**config.mk**
```make
export PLATFORM = sky130hd
export DESIGN_NAME = resp_misr_compactor
export DESIGN_NICKNAME = d
export VERILOG_FILES = /design/src/rtl/misr_pkg.sv /design/src/rtl/misr_core.sv /design/src/rtl/resp_misr_compactor.sv
export SDC_FILE = /design/constraint.sdc
export NUM_CORES = 1
export LEC_CHECK = 0
export BUFFER_PORTS_ARGS = -buffer_cell sky130_fd_sc_hd__buf_2
export CAP_MARGIN = 20
export CORE_MARGIN = 2
export CORE_UTILIZATION = 43
export DETAILED_ROUTE_END_ITERATION = 6
export GPL_TIMING_DRIVEN = 0
export HOLD_SLACK_MARGIN = 0.05
export PLACE_DENSITY = 0.84
export RECOVER_POWER = 100
export SYNTH_ARGS = -nofsm -noshare
export SYNTH_HDL_FRONTEND = slang
export SYNTH_SLANG_ARGS = --single-unit
```
**constraint.sdc**
```tcl
create_clock -name clk -period 1.92 [get_ports clk]
set_input_delay 0.192 -clock clk [delete_from_list [all_inputs] [get_ports clk]]
set_output_delay 0.192 -clock clk [all_outputs]
set_load 0.05 [all_outputs]
```
**src/rtl/misr_pkg.sv**
```systemverilog
// Shared types and helpers for the MISR response compactor: FSM state encoding,
// the default 43-bit feedback polynomial and a width-generic Galois MISR step.
package misr_pkg;

  typedef enum logic [1:0] {
    IDLE = 2'd0,
    RUN  = 2'd1,
    DONE = 2'd2
  } misr_state_t;

  // Widest signature the step helper supports; cores zero-extend into this.
  localparam int MISR_MAX_W = 64;

  // x^43 + x^6 + x^4 + x^3 + 1 : feedback taps into stages 6, 4, 3 and 0.
  localparam logic [42:0] POLY_43 = 43'h000_0000_0059;

  // One Galois MISR update on the low `width` bits; upper bits stay zero.
  function automatic logic [MISR_MAX_W-1:0] misr_step(
    input logic [MISR_MAX_W-1:0] sig,
    input logic [MISR_MAX_W-1:0] data,
    input logic [MISR_MAX_W-1:0] poly,
    input int                    width
  );
    logic [MISR_MAX_W-1:0] mask;
    logic [MISR_MAX_W-1:0] shifted;
    mask    = (width >= MISR_MAX_W) ? '1
            : ((MISR_MAX_W'(1) << width) - MISR_MAX_W'(1));
    shifted = (sig << 1) & mask;
    return shifted ^ (sig[width-1] ? (poly & mask) : '0) ^ (data & mask);
  endfunction

endpackage

```
**src/rtl/misr_core.sv**
```systemverilog
// MISR signature register with synchronous seed load and per-beat update enable.
// sig_next is exported so the caller can compare the post-update value on the same edge.
module misr_core
  import misr_pkg::*;
#(
  parameter int               WIDTH = 43,
  parameter logic [WIDTH-1:0] POLY  = POLY_43,
  parameter logic [WIDTH-1:0] SEED  = '0
) (
  input  logic             clk,
  input  logic             load,
  input  logic             en,
  input  logic [WIDTH-1:0] data_in,
  output logic [WIDTH-1:0] sig,
  output logic [WIDTH-1:0] sig_next
);

  // WIDTH must not exceed MISR_MAX_W; the step helper works on that fixed width.
  always_comb begin
    sig_next = WIDTH'(misr_step(MISR_MAX_W'(sig), MISR_MAX_W'(data_in),
                                MISR_MAX_W'(POLY), WIDTH));
  end

  always_ff @(posedge clk) begin
    if (load) begin
      sig <= SEED;
    end else if (en) begin
      sig <= sig_next;
    end
  end

endmodule

```
**src/rtl/resp_misr_compactor.sv**
```systemverilog
// Response compactor: folds NUM_PATTERNS CUT response beats into a MISR signature
// and flags pass/fail against golden_sig. Define RESP_XMASK_EN to add resp_xmask.
module resp_misr_compactor
  import misr_pkg::*;
#(
  parameter int               WIDTH        = 43,
  parameter int               NUM_PATTERNS = 512,
  parameter logic [WIDTH-1:0] POLY         = POLY_43,
  parameter logic [WIDTH-1:0] SEED         = '0
) (
  input  logic                                clk,
  input  logic                                rst,
  input  logic                                start,
  input  logic                                abort,
  input  logic                                resp_valid,
  output logic                                resp_ready,
  input  logic [WIDTH-1:0]                    resp_data,
`ifdef RESP_XMASK_EN
  input  logic [WIDTH-1:0]                    resp_xmask,
`endif
  input  logic [WIDTH-1:0]                    golden_sig,
  output logic                                busy,
  output logic                                done,
  output logic                                pass,
  output logic [WIDTH-1:0]                    signature,
  output logic [$clog2(NUM_PATTERNS+1)-1:0]   beat_cnt
);

  localparam int               CNT_W    = $clog2(NUM_PATTERNS + 1);
  localparam logic [CNT_W-1:0] LAST_CNT = CNT_W'(NUM_PATTERNS);

  misr_state_t      state;
  logic             accept;
  logic             load;
  logic [WIDTH-1:0] data_in;
  logic [WIDTH-1:0] sig_next;
  logic [CNT_W-1:0] cnt_inc;

`ifdef RESP_XMASK_EN
  assign data_in = resp_data & ~resp_xmask;
`else
  assign data_in = resp_data;
`endif

  // Abort outranks everything, including a beat offered on the same edge.
  assign accept  = resp_valid && resp_ready && !abort;
  assign load    = rst || (start && !abort && (state != RUN));
  assign cnt_inc = (beat_cnt == LAST_CNT) ? beat_cnt : beat_cnt + CNT_W'(1);

  misr_core #(
    .WIDTH (WIDTH),
    .POLY  (POLY),
    .SEED  (SEED)
  ) u_misr_core (
    .clk      (clk),
    .load     (load),
    .en       (accept),
    .data_in  (data_in),
    .sig      (signature),
    .sig_next (sig_next)
  );

  // resp_ready/busy/done/pass are registered alongside the state they decode.
  always_ff @(posedge clk) begin
    if (rst) begin
      state      <= IDLE;
      beat_cnt   <= '0;
      busy       <= 1'b0;
      done       <= 1'b0;
      pass       <= 1'b0;
      resp_ready <= 1'b0;
    end else if (abort) begin
      state      <= IDLE;
      busy       <= 1'b0;
      done       <= 1'b0;
      pass       <= 1'b0;
      resp_ready <= 1'b0;
    end else begin
      case (state)
        IDLE, DONE: begin
          if (start) begin
            state      <= RUN;
            beat_cnt   <= '0;
            busy       <= 1'b1;
            done       <= 1'b0;
            pass       <= 1'b0;
            resp_ready <= 1'b1;
          end
        end
        RUN: begin
          if (accept) begin
            beat_cnt <= cnt_inc;
            if (cnt_inc == LAST_CNT) begin
              state      <= DONE;
              busy       <= 1'b0;
              done       <= 1'b1;
              resp_ready <= 1'b0;
              pass       <= (sig_next == golden_sig);
            end
          end
        end
        default: begin
          state      <= IDLE;
          busy       <= 1'b0;
          done       <= 1'b0;
          pass       <= 1'b0;
          resp_ready <= 1'b0;
        end
      endcase
    end
  end

endmodule

```
=== Word level (Yosys, flattened, before mapping) ===
Index checks and enable logic that the tools add are counted.

* Eq/ne operators: 9
* Add/sub/neg operators: 1
* Mux-type cells: 20
* Reduce and logical (&&, ||, !) cells: 12
* Bitwise logic cells: 3

{| class="wikitable"
|+ Operators by type and width
! operator !! number
|-
| $xor 43x43->43 || 2
|-
| $eq 43x43->1 || 1
|-
| $mux 10 || 3
|-
| $eq 10x10->1 const B || 2
|-
| $pmux 10 s2 || 1
|-
| $add 10x1->10 const B || 1
|-
| $mux 1 || 8
|-
| $mux 7 || 1
|-
| $mux 2 || 3
|-
| $ne 2x2->1 const B || 3
|-
| $pmux 1 s2 || 3
|-
| $logic_and 1x1->1 || 4
|-
| $pmux 2 s2 || 1
|-
| $reduce_and 4->1 || 1
|-
| $reduce_or 2->1 || 2
|-
| $reduce_and 3->1 || 1
|-
| $eq 2x1->1 const B || 1
|-
| $eq 2x2->1 const B || 1
|-
| $logic_not 2->1 || 1
|-
| $ne 2x1->1 const B || 1
|-
| $reduce_bool 2->1 || 1
|-
| $logic_not 1->1 || 1
|-
| $logic_or 1x1->1 || 1
|-
| $not 1->1 || 1
|}

* Output and inout bits: 57
* Logic and storage cells: 51
* Bits of input ports: 91
* Register bits: 58

=== Depth between registers and ports, before layout ===
Gate-level depths: netlist of run 1.

* Depth after elaboration: 7
* Gate-level depth with buffers: 8
* Mapped depth without buffers: 8

=== Modules after synthesis ===
Synthesis of run 1 repeated with hierarchy kept, for this count alone.

* Cell total of the unflattened synthesis: 354
* Area, all modules: 3,326.9 um2

{| class="wikitable"
|+ Modules (own cells, without submodules)
! module !! times used !! seq. area each (um2) !! cells an instance !! area an instance (um2)
|-
| misr_core || 1 || 860.8 || 182 || 1,935.6
|-
| resp_misr_compactor || 1 || 280.3 || 172 || 1,391.3
|}

=== Worst setup path after synthesis of run 1 ===
Ideal clock, no wire load.

* Kind: reg-to-reg
* Start: reg beat_cnt[2]
* End: reg pass
* Stages on the path, launching flop included: 8
* Buffers on the path: 1
* Path slack: -0.457 ns
* Arrival: 2.305 ns
* Clock period less this slack: 2.377 ns
* Library setup time: 0.072 ns
* Data required time: 1.848 ns
* Cells stage by stage: dfxtp_1 -> buf_2 -> nand3_2 -> or4_1 -> a311oi_1 -> nand4_1 -> a21oi_2 -> mux2i_1

* Word-level cells in the longest chain between the ends: 5
* Elaborated cells on any way between the ends: 6
* Those cells by class: 1 x add/sub; 3 x eq/ne; 1 x mux; 1 x reduce/logical

{| class="wikitable"
|+ Ends and longest elaborated chain
! what !! RTL line !! RTL
|-
| start: declaration || resp_misr_compactor.sv:26 || <nowiki>output logic [$clog2(NUM_PATTERNS+1)-1:0] beat_cnt</nowiki>
|-
| start signal: assignment || resp_misr_compactor.sv:92 || <nowiki>beat_cnt <= cnt_inc;</nowiki>
|-
| $add 10x1->10 or $eq 10x10->1 (tied branches) || resp_misr_compactor.sv:48 || <nowiki>assign cnt_inc = (beat_cnt == LAST_CNT) ? beat_cnt : beat_cnt + CNT_W'(1);</nowiki>
|-
| $mux 10 * || resp_misr_compactor.sv:48 ||
|-
| $eq 10x10->1 * || resp_misr_compactor.sv:93 || <nowiki>if (cnt_inc == LAST_CNT) begin</nowiki>
|-
| $ne 2x2->1 (no line) * || - ||
|-
| $reduce_and 3->1 (no line) * || - ||
|-
| end signal: assignment || resp_misr_compactor.sv:98 || <nowiki>pass <= (sig_next == golden_sig);</nowiki>
|-
| end: declaration || resp_misr_compactor.sv:24 || <nowiki>output logic pass,</nowiki>
|}

Mark *: on every way between the ends. The rest lies on a longest branch, timed or not.
A chain may end at the register's enable or synchronous reset.

=== Worst setup path after layout of run 1 ===
* Start: reg beat_cnt[0]
* End: reg state[1]

* Word-level cells in the longest chain between the ends: 5
* Elaborated cells on any way between the ends: 6
* Those cells by class: 1 x add/sub; 3 x eq/ne; 1 x mux; 1 x reduce/logical

{| class="wikitable"
|+ Ends and longest elaborated chain
! what !! RTL line !! RTL
|-
| $add 10x1->10 or $eq 10x10->1 (tied branches) || resp_misr_compactor.sv:48 ||
|-
| $mux 10 * || resp_misr_compactor.sv:48 ||
|-
| $eq 10x10->1 * || resp_misr_compactor.sv:93 ||
|-
| $ne 2x2->1 (no line) * || - ||
|-
| $reduce_and 3->1 (no line) * || - ||
|-
| end signal: assignment || resp_misr_compactor.sv:66 || <nowiki>state <= IDLE;</nowiki>
|-
| end signal: assignment || resp_misr_compactor.sv:94 || <nowiki>state <= DONE;</nowiki>
|-
| end signal: assignment || resp_misr_compactor.sv:103 || <nowiki>state <= IDLE;</nowiki>
|-
| end: declaration || resp_misr_compactor.sv:32 || <nowiki>misr_state_t state;</nowiki>
|}

Marked as above.

==> results.ini, run 1 <==
[synthesis]
ys_warn_count=0
yosysSeqAreaShare_pct=35.3
synthAdderAreaFrac_pct=0.774
synth_top_area_share_pct=35.3
postSynth.asyncResetShare_pct=0
synth-simple-area-share_pct=17.9
ys_seq_elements=57
synth_xor_area_share_pct=24.7
synth_fp_nets=467
synth_edf_count=0
synth_top_area_cell=dfxtp_1
synthMuxAreaShare_pct=1.90
yosys-top-cells-area=dfxtp_1, xnor2_1, a211oi_1
synthFlopType=dfxtp_1
syn-instance-count=374
synth_top_family_by_area=XOR/XNOR gates
syn_avg_cell_area_um2=8.64
netlist-cell-type-count=46
netlist_area_um2=3230
synth_compound_area_share_pct=16.2

[critical_path]
start_kind=flip-flop
critPathMaxFanout=6
reg2reg_from=beat_cnt[0]
required_ns=2.16
reg2reg_to=state[1]
worst_setup_path_end_kind=flip-flop
cp.arrival_ns=2.21
r2r_setup_slack_ns=-0.05
r2r_cells=9
critical_path_class=flip-flop to flip-flop

[detailed_routing]
routedWlPerCell_um=16.8
wirelength_um=10800
first_pass_iters=5
vias_per_cell=5.46
vias=3519
drc=0
initialDrtViolationCount=163
drt.antenna.violating_nets=0

[run_status]
status=complete, but fails checks
failed_checks=negative setup slack

[power_and_ir_drop]
total_leakage_power_nw=1.93
peakVddDrop_mv=0.368
powerDensity_nw_per_um2=660
p_total_mw=3.13

[layout]
antenna_cells=0
syn_to_final_growth_pct=46.6
fillCellCount=606
final_layout_size_suffix_gt1_share_pct=45.4
nets=634
seq_area_um2=1190
multi_input_area_um2=2250

[floorplan]
core_um2=7250
die_w_um=90.7
die-area_um2=8230
fp-row-count=31
die_h_um=90.7
start_util_pct=44.6
ios=148

[flow_run]
max-cap-violations=0

[clock_network]
numCtsBuffers=9
clkTransAtPathRegs_ns=0.07
ctsLongestPathBuffers=2
cts_sinks=57
cts_tree=yes
cts.htree.levels=3
postCtsHoldBufs=0
clkLatencyLatePin_ns=0.34
cts_root_buffer=clkbuf_8

[timing]
hold_viol=0
worst_pin_slew_ns=0.599
slew_headroom_pct=60.2
setup_slack_ns=-0.0499
drv_slew=0
fmax_ghz=0.508
min_period_over_period_pct=103
rsz0062_at_grt=yes
whs_ns=0.183
fin_setup_tns_ns=-0.0832
final.min_clock_period_ns=1.97
skew_ns=0.00777
setup_viol=3

[min_path]
hold_path_class=primary input to flip-flop
hp-start=resp_data[26]
holdPathStages=3
hold-path-endpoint=u_misr_core.sig[26]

[grt]
grt_pass1_wl_um=16300
grt_usage_pct=25.1
antenna_found_initial=0
grt_start_max_net_pins=12
gr-total-overflow=0
grt_pass1_vias=3382

[place]
gp_congestion=0.895
dp_hpwl_um=7970
io_buffers=147
dp_worst_setup_slack_ns=-0.177

worst max path at each step:
stage | start | depth (start not counted) | to
finish | beat_cnt[0] | 9 | state[1]
global route | beat_cnt[0] | 9 | state[1]
floorplan | beat_cnt[7] | 7 | pass
global placement | u_misr_core.sig[20] | 6 | pass
CTS | beat_cnt[0] | 7 | state[1]
detailed placement | u_misr_core.sig[10] | 6 | pass
repair_timing:
item,4_1_cts,5_1_grt
resized for setup,18,41
buffers inserted,9,5
endpoints found under the setup margin,44,51
pin swaps,7,16
synth_stat cells, drive strengths merged, types with 2 or more instances:
| master | number |
|---|---|
| mux2i | 5 |
| and4 | 2 |
| a31oi | 3 |
| and3 | 5 |
| nor2b | 4 |
| nand3b | 2 |
| a21boi | 3 |
| xnor2 | 89 |
| o21ai | 13 |
| xor2 | 2 |
| a211oi | 40 |
| nand4 | 6 |
| nand3 | 3 |
| nand2b | 2 |
| nand2 | 9 |
| or4 | 3 |
| nor3 | 6 |
| buf | 12 |
| clkbuf | 11 |
| dfxtp | 57 |
| ha | 2 |
| inv | 4 |
| or3 | 3 |
| nor4 | 10 |
| nor2 | 54 |
| a21oi | 11 |
area by class of cell:
cell class	instances	area share [%]
multi-input combinational	290	47.5
sequential	57	25.2
timing repair buffer	161	17.6
clock buffer	11	3.43
tap	99	2.61
buffer	18	1.74
clock inverter	5	1.58
inverter	4	0.317
where the power goes:
group	internal, mW	switching (mW)	total, mW
Sequential	1.19	0.0249	1.22
Combinational	0.251	0.320	0.571
Clock	0.838	0.502	1.34
logic make-up after synthesis:
group | count (synthesis)
buffers and inverters | 27
flip-flops | 57
AO/OA/AOI/OAI | 77
XOR/XNOR | 91
AND/OR/NAND/NOR | 114
adder cells (fa/ha/maj) | 2
multiplexers | 6
metrics by stage:
stage,util (%),instance area (um2),std cells
after floorplan,-,3310,374
after global placement,57.4,4170,620
after detailed placement,57.4,4170,620
after CTS,62.3,4520,641
after global routing,65.3,4740,645
final,65.3,4740,645
critical path, stage by stage, from the launching register on:
cell	delay (ns)
dfxtp_4	0.38
inv_2	0.08
ha_4	0.13
nor4b_4	0.19
nand4b_1	0.22
mux2_4	0.36
nand4_1	0.15
buf_4	0.15
o21ai_2	0.04
and2_1	0.15
registers in the layout (all words and copies together), names as in the netlist:
| register | cells |
|---|---|
| state | 2 |
| pass | 1 |
| beat_cnt | 10 |
| busy | 1 |
| u_misr_core.sig | 43 |
routing by layer:
layer  track usage, %  part of all wire, %
met1             28.6                   38
met2             44.1                   49
met3             6.59                  9.0
met4             10.6                  3.8
met5                0                    0
cells in the final DEF, fill, tap and decap left out, types with 3 or more instances in the layout:
master / netlist / layout
a211oi_1: 40 / 40
a21oi_1: 10 / 9
a31oi_1: 3 / 3
buf_1: 9 / 5
buf_2: 2 / 144
buf_4: 1 / 15
clkbuf_1: 11 / 7
clkbuf_2: 0 / 8
clkbuf_8: 0 / 10
clkinv_2: 0 / 3
dfxtp_1: 57 / 34
dfxtp_2: 0 / 14
dfxtp_4: 0 / 9
inv_1: 4 / 3
mux2i_1: 5 / 5
nand2_1: 9 / 8
nand4_1: 5 / 5
nor2_1: 54 / 54
nor2b_1: 4 / 3
nor3_1: 6 / 6
nor4_1: 10 / 6
nor4_2: 0 / 4
o21ai_0: 13 / 12
xnor2_1: 89 / 71
xnor2_2: 0 / 16
Power figures use the tool's default switching activity.
==> run 2: changes to the inputs <==
RECOVER_POWER = default   (was 100)
==> run 2 against run 1 <==
  * The flow still finishes with violations (negative setup slack)
  * Register-to-register slack about the same
  * Maximum frequency down 0.16%
  * Die area is the same
  * Count of clock-buffer cells in the layout is the same
  * Cell count is the same
  * Critical path type unchanged
  * Largest power group unchanged
==> results.ini, run 2 (synthesis results as in run 1) <==
[run_status]
status=complete, but fails checks
failed_checks=negative setup slack

[detailed_routing]
vias=3515  ; -0.11%
initialDrtViolationCount=163  ; unchanged
wirelength_um=10800  ; about the same
wirelength_met1_um=4120  ; +0.34%
first_pass_iters=4  ; -1
routedWlPerCell_um=16.8  ; about the same
drt.antenna.violating_nets=0  ; unchanged
wl_met3_um=972  ; -0.31%
drc=0  ; unchanged
topRoutingLayerUsed=met4
met2_wirelength_um=5350  ; +0.41%
vias_per_cell=5.45  ; -0.11%

[place]
io_buffers=147  ; unchanged
gp_congestion=0.895  ; unchanged
dp_hpwl_um=7970  ; unchanged

[timing]
drv_slew=0  ; unchanged
slew_headroom_pct=66.5  ; +6.3 points
hold_viol=0  ; unchanged
rsz0062_at_grt=yes
skew_ns=0.00814  ; +0.000368 ns
final.min_clock_period_ns=1.97  ; +0.00308 ns
worst_pin_slew_ns=0.502  ; -0.0969 ns
fmax_ghz=0.507  ; -0.16%
whs_ns=0.183  ; +0.0000120 ns
min_period_over_period_pct=103  ; +0.16 points
setup_viol=4  ; +1
setup_slack_ns=-0.0529  ; -0.00308 ns

[floorplan]
start_util_pct=44.6  ; unchanged
die_h_um=90.7  ; unchanged
core_um2=7250  ; unchanged
fp-row-count=31  ; unchanged
die_w_um=90.7  ; unchanged
die-area_um2=8230  ; unchanged
ios=148  ; unchanged

[grt]
grt_pass1_wl_um=16300  ; unchanged
grt_usage_pct=25.1  ; unchanged
gr-total-overflow=0  ; unchanged
grt_pass1_vias=3382  ; unchanged
antenna_found_initial=0  ; unchanged
grt_start_max_net_pins=12  ; unchanged

[clock_network]
clkTransAtPathRegs_ns=0.07  ; about the same
numCtsBuffers=9  ; unchanged
cts.htree.levels=3  ; unchanged
cts_tree=yes
postCtsHoldBufs=0  ; unchanged
cts_root_buffer=clkbuf_8
ctsLongestPathBuffers=2  ; unchanged
cts_sinks=57  ; unchanged
clkLatencyLatePin_ns=0.34  ; about the same

[critical_path]
start_kind=flip-flop
startpoint=beat_cnt[0]
critical_path_class=flip-flop to flip-flop
required_ns=2.16  ; about the same
critPathMaxFanout=6  ; unchanged
cp.arrival_ns=2.21  ; about the same
worst_setup_path_end_kind=flip-flop
reg2reg_from=beat_cnt[0]

[layout]
final_layout_size_suffix_gt1_share_pct=46.2  ; +0.73 points
syn_to_final_growth_pct=46.7
largest_reg_flops=43  ; unchanged
fillCellCount=603  ; -0.50%
antenna_cells=0  ; unchanged
regMostFlops=u_misr_core.sig
most-common-layout-cells=buf_2, xnor2_1, nor2_1, a211oi_1, dfxtp_1
multi_input_area_um2=2250  ; unchanged
seq_area_um2=1190  ; unchanged
nets=634  ; unchanged
layout_commonest_cell=buf_2
top_regs=u_misr_core.sig x43, beat_cnt x10, state x2

[power_and_ir_drop]
peakVddDrop_mv=0.368  ; about the same
total_leakage_power_nw=1.95  ; +0.90%
powerDensity_nw_per_um2=659  ; about the same
p_total_mw=3.13  ; about the same

[flow_run]
max-cap-violations=0  ; unchanged

[min_path]
hold_path_class=primary input to flip-flop
hp-start=resp_data[26]

[run 2: cell types whose count changed in the layout (fill, tap and decap cells not counted)]
cell	before	now
clkbuf_1	7	3
buf_2	144	148
[run 2: what timing repair did]
item | 4_1_cts | 5_1_grt
hold endpoints to repair | 0 | 0
resized for setup | 18 | 41
buffers inserted | 9 | 5
pin swaps | 7 | 16
endpoints found under the setup margin | 44 | 51
[run 2: critical path, stage by stage, from the launching register on]
cell,delay [ns]
dfxtp_4,0.38
inv_2,0.08
ha_4,0.14
nor4b_4,0.19
nand4b_1,0.22
mux2_4,0.36
nand4_1,0.15
buf_4,0.15
o21ai_2,0.04
and2_1,0.15
[run 2: area by class of cell]
type                            count  area share [%]
Clock inverter                      5            1.58
Multi-Input combinational cell    290            47.5
Inverter                            4           0.317
Clock buffer                       11            3.43
Timing Repair Buffer              161            17.7
Buffer                             18            1.74
Tap cell                           99            2.61
Sequential cell                    57            25.1
[run 2: worst paths after layout]
check                        endpoint  slack, ns  depth (start not counted)
hold / removal    u_misr_core.sig[26]       0.18                          3
hold reg to reg                  pass       0.47                          2
setup reg to reg             state[1]      -0.05                          9
setup / recovery             state[1]      -0.05                          9
[run 2: layer usage]
layer | up-vias | GRT usage (%)
met5 | - | 0
met4 | 0 | 10.6
met3 | 37 | 6.59
met2 | 199 | 44.1
met1 | 1631 | 28.6
li1 | 1648 | -
[run 2: report_power, final]
group,internal (mW),switching (mW)
registers,1.19,0.0249
clock network,0.838,0.503
logic,0.252,0.320
[run 2: through the flow]
stage	cell area (um2)	setup slack, ns	std cells	utilization, %	setup TNS (ns)
detailed placement	4170	-0.177	620	57.4	-4.59
CTS	4520	-0.0199	641	62.3	-0.0379
finish	4740	-0.0529	645	65.4	-0.0894
floorplan	3310	-0.0535	374	-	-0.0535
global route	4740	-0.0941	645	65.4	-0.278
global placement	4170	-0.146	620	57.4	-2.54
==> run 3: changes to the inputs <==
CORE_ASPECT_RATIO = 0.7   (was default)
CORE_UTILIZATION = 45   (was 43)
PLACE_DENSITY = 0.88   (was 0.84)
clock period = 2.1 ns   (was 1.92 ns; I/O delays follow)
==> run 3 against run 2 <==
  * The run now ends clean
  * Cell count down 2.3%
  * Largest cell class unchanged
  * Combinational power is 12% lower
  * Sequential power shrank 9%
  * Maximum frequency decreased by 1.7%
  * Core utilization fell by 0.74 points
  * Non-clock buffer count fell by 9
  * Count of clock-buffer cells in the layout is 1 higher
  * Via count shrank 3.4%
  * Worst setup slack gained 0.14 ns
==> results.ini, run 3 (synthesis results as in run 1) <==
[run_status]
status=completed

[critical_path]
critPathMaxFanout=8  ; +2
crit_chain=nand3_4, or4_1, a311oi_2, nand4_1, a21oi_2, mux2i_1
worst_setup_path_end_kind=flip-flop
critical_path_class=flip-flop to flip-flop
slowest_stage=or4_1
cp.arrival_ns=2.27  ; +0.06 ns
start_kind=flip-flop
max_stage_delay_ns=0.53  ; +0.15 ns
required_ns=2.36  ; +0.20 ns

[detailed_routing]
first_pass_iters=5  ; +1
wirelength_um=10300  ; -4.9%
vias=3395  ; -3.4%
drt.antenna.violating_nets=0  ; unchanged
wirelength_met1_um=4610  ; +12%
met2_wirelength_um=4740  ; -11%
wl_met3_um=855  ; -12%
routedWlPerCell_um=16.3  ; -2.6%
drc=0  ; unchanged
vias_per_cell=5.39  ; -1.1%
topRoutingLayerUsed=met4
initialDrtViolationCount=187  ; +15%

[timing]
worst_pin_slew_ns=0.504  ; +0.00154 ns
fmax_ghz=0.498  ; -1.7%
drv_slew=0  ; unchanged
hold_viol=0  ; unchanged
setup_viol=0  ; -4
final.min_clock_period_ns=2.01  ; +0.0350 ns
setup_slack_ns=0.0921  ; +0.145 ns
fin_setup_tns_ns=0  ; +0.0894 ns
rsz0062_at_grt=yes
min_period_over_period_pct=95.6  ; -7.1 points
skew_ns=0.0104  ; +0.00230 ns
slew_headroom_pct=66.4  ; -0.10 points

[place]
dp_worst_setup_slack_ns=-0.0571  ; +0.120 ns
dp_hpwl_um=8050  ; +1.0%
dpl_cell_area_um2=4100  ; -1.6%
dpl.cell_count=615  ; -0.81%
gp_congestion=0.962  ; +7.4%
io_buffers=147  ; unchanged

[power_and_ir_drop]
total_leakage_power_nw=1.76  ; -9.8%
peakVddDrop_mv=0.411  ; +12%
powerDensity_nw_per_um2=599  ; -9.1%

[layout]
fin_area_um2=4430  ; -6.6%
layout_commonest_cell=buf_2
final_layout_size_suffix_gt1_share_pct=37.1  ; -9.0 points
fillCellCount=604  ; +0.17%
top_regs=u_misr_core.sig x43, beat_cnt x10, state x2
fin_cells=630  ; -2.3%
most-common-layout-cells=buf_2, xnor2_1, nor2_1, dfxtp_1, a211oi_1
regMostFlops=u_misr_core.sig
syn_to_final_growth_pct=37.0
fin_util_pct=64.7  ; -0.74 points
antenna_cells=0  ; unchanged
largest_reg_flops=43  ; unchanged
nets=625  ; -1.4%

[grt]
grt_usage_pct=25.1  ; +0.027 points
gr-total-overflow=0  ; unchanged
antenna_found_initial=0  ; unchanged
grt_pass1_vias=3150  ; -6.9%
grt_pass1_wl_um=15400  ; -5.3%
grt_start_max_net_pins=11  ; -1

[floorplan]
start_util_pct=47.2  ; +2.6 points
die_w_um=105  ; +16%
die-area_um2=7890  ; -4.1%
ios=148  ; unchanged
core_um2=6850  ; -5.6%
die_h_um=74.9  ; -17%
fp-row-count=25  ; -19%

[clock_network]
ctsLongestPathBuffers=2  ; unchanged
cts_sinks=57  ; unchanged
cts_root_buffer=clkbuf_8
clkLatencyLatePin_ns=0.32  ; -0.02 ns
cts_tree=yes
cts.htree.levels=3  ; unchanged
numCtsBuffers=9  ; unchanged
clkTransAtPathRegs_ns=0.07  ; about the same

[min_path]
hold_path_class=primary input to flip-flop

[flow_run]
max-cap-violations=0  ; unchanged

run 3: area by class of cell:
type | count | area (um2) | share of cell area (%)
clock buffers | 12 | 188 | 4.24
clock inverters | 3 | 20.0 | 0.452
plain buffers | 19 | 80.1 | 1.81
flip-flops and latches | 57 | 1170 | 26.3
inverters | 4 | 15.0 | 0.339
well taps | 94 | 118 | 2.66
multi-input cells | 290 | 2080 | 46.9
repair buffers | 151 | 766 | 17.3
run 3: path summary, 6_finish.rpt:
path                 startpoint                   to  slack, ns  cells past startpoint
hold reg to reg            pass                 pass       0.46                      2
setup reg to reg    beat_cnt[1]                 pass       0.09                      6
setup / recovery    beat_cnt[1]                 pass       0.09                      6
hold / removal    resp_data[28]  u_misr_core.sig[28]       0.23                      3
run 3: where the power goes:
part / total (mW) / switching, mW / internal (mW)
Sequential: 1.11 / 0.0192 / 1.09
Clock: 1.04 / 0.446 / 0.596
Combinational: 0.503 / 0.290 / 0.213
run 3: critical path, delay by kind of cell, from the launching register on:
kind,cells,cell delay [ns]
AND/OR/NAND/NOR,3,0.86
AO/OA/AOI/OAI,2,0.49
flip-flops,1,0.41
multiplexers,1,0.18
run 3: what timing repair did:
item | in CTS | in global routing
hold buffers | 0 | 0
pin swaps | 2 | 3
setup buffers | 0 | 4
endpoints found under the setup margin | 2 | 52
cloned | 0 | 0
resized for setup | 2 | 23
run 3: metrics by stage:
stage / hold WS, ns / power, mW
final: 0.228 / 2.66
after global routing: 0.241 / 2.76
after CTS: 0.218 / 2.66
after detailed placement: 0.453 / 1.62
after global placement: 0.443 / 1.61
after floorplan: 0.416 / 1.44
run 3: routing by layer:
layer / vias up / track usage [%]
li1: 1630 / -
met1: 1581 / 33.9
met2: 166 / 41.7
met3: 18 / 5.89
met4: 0 / 5.48
met5: - / 0
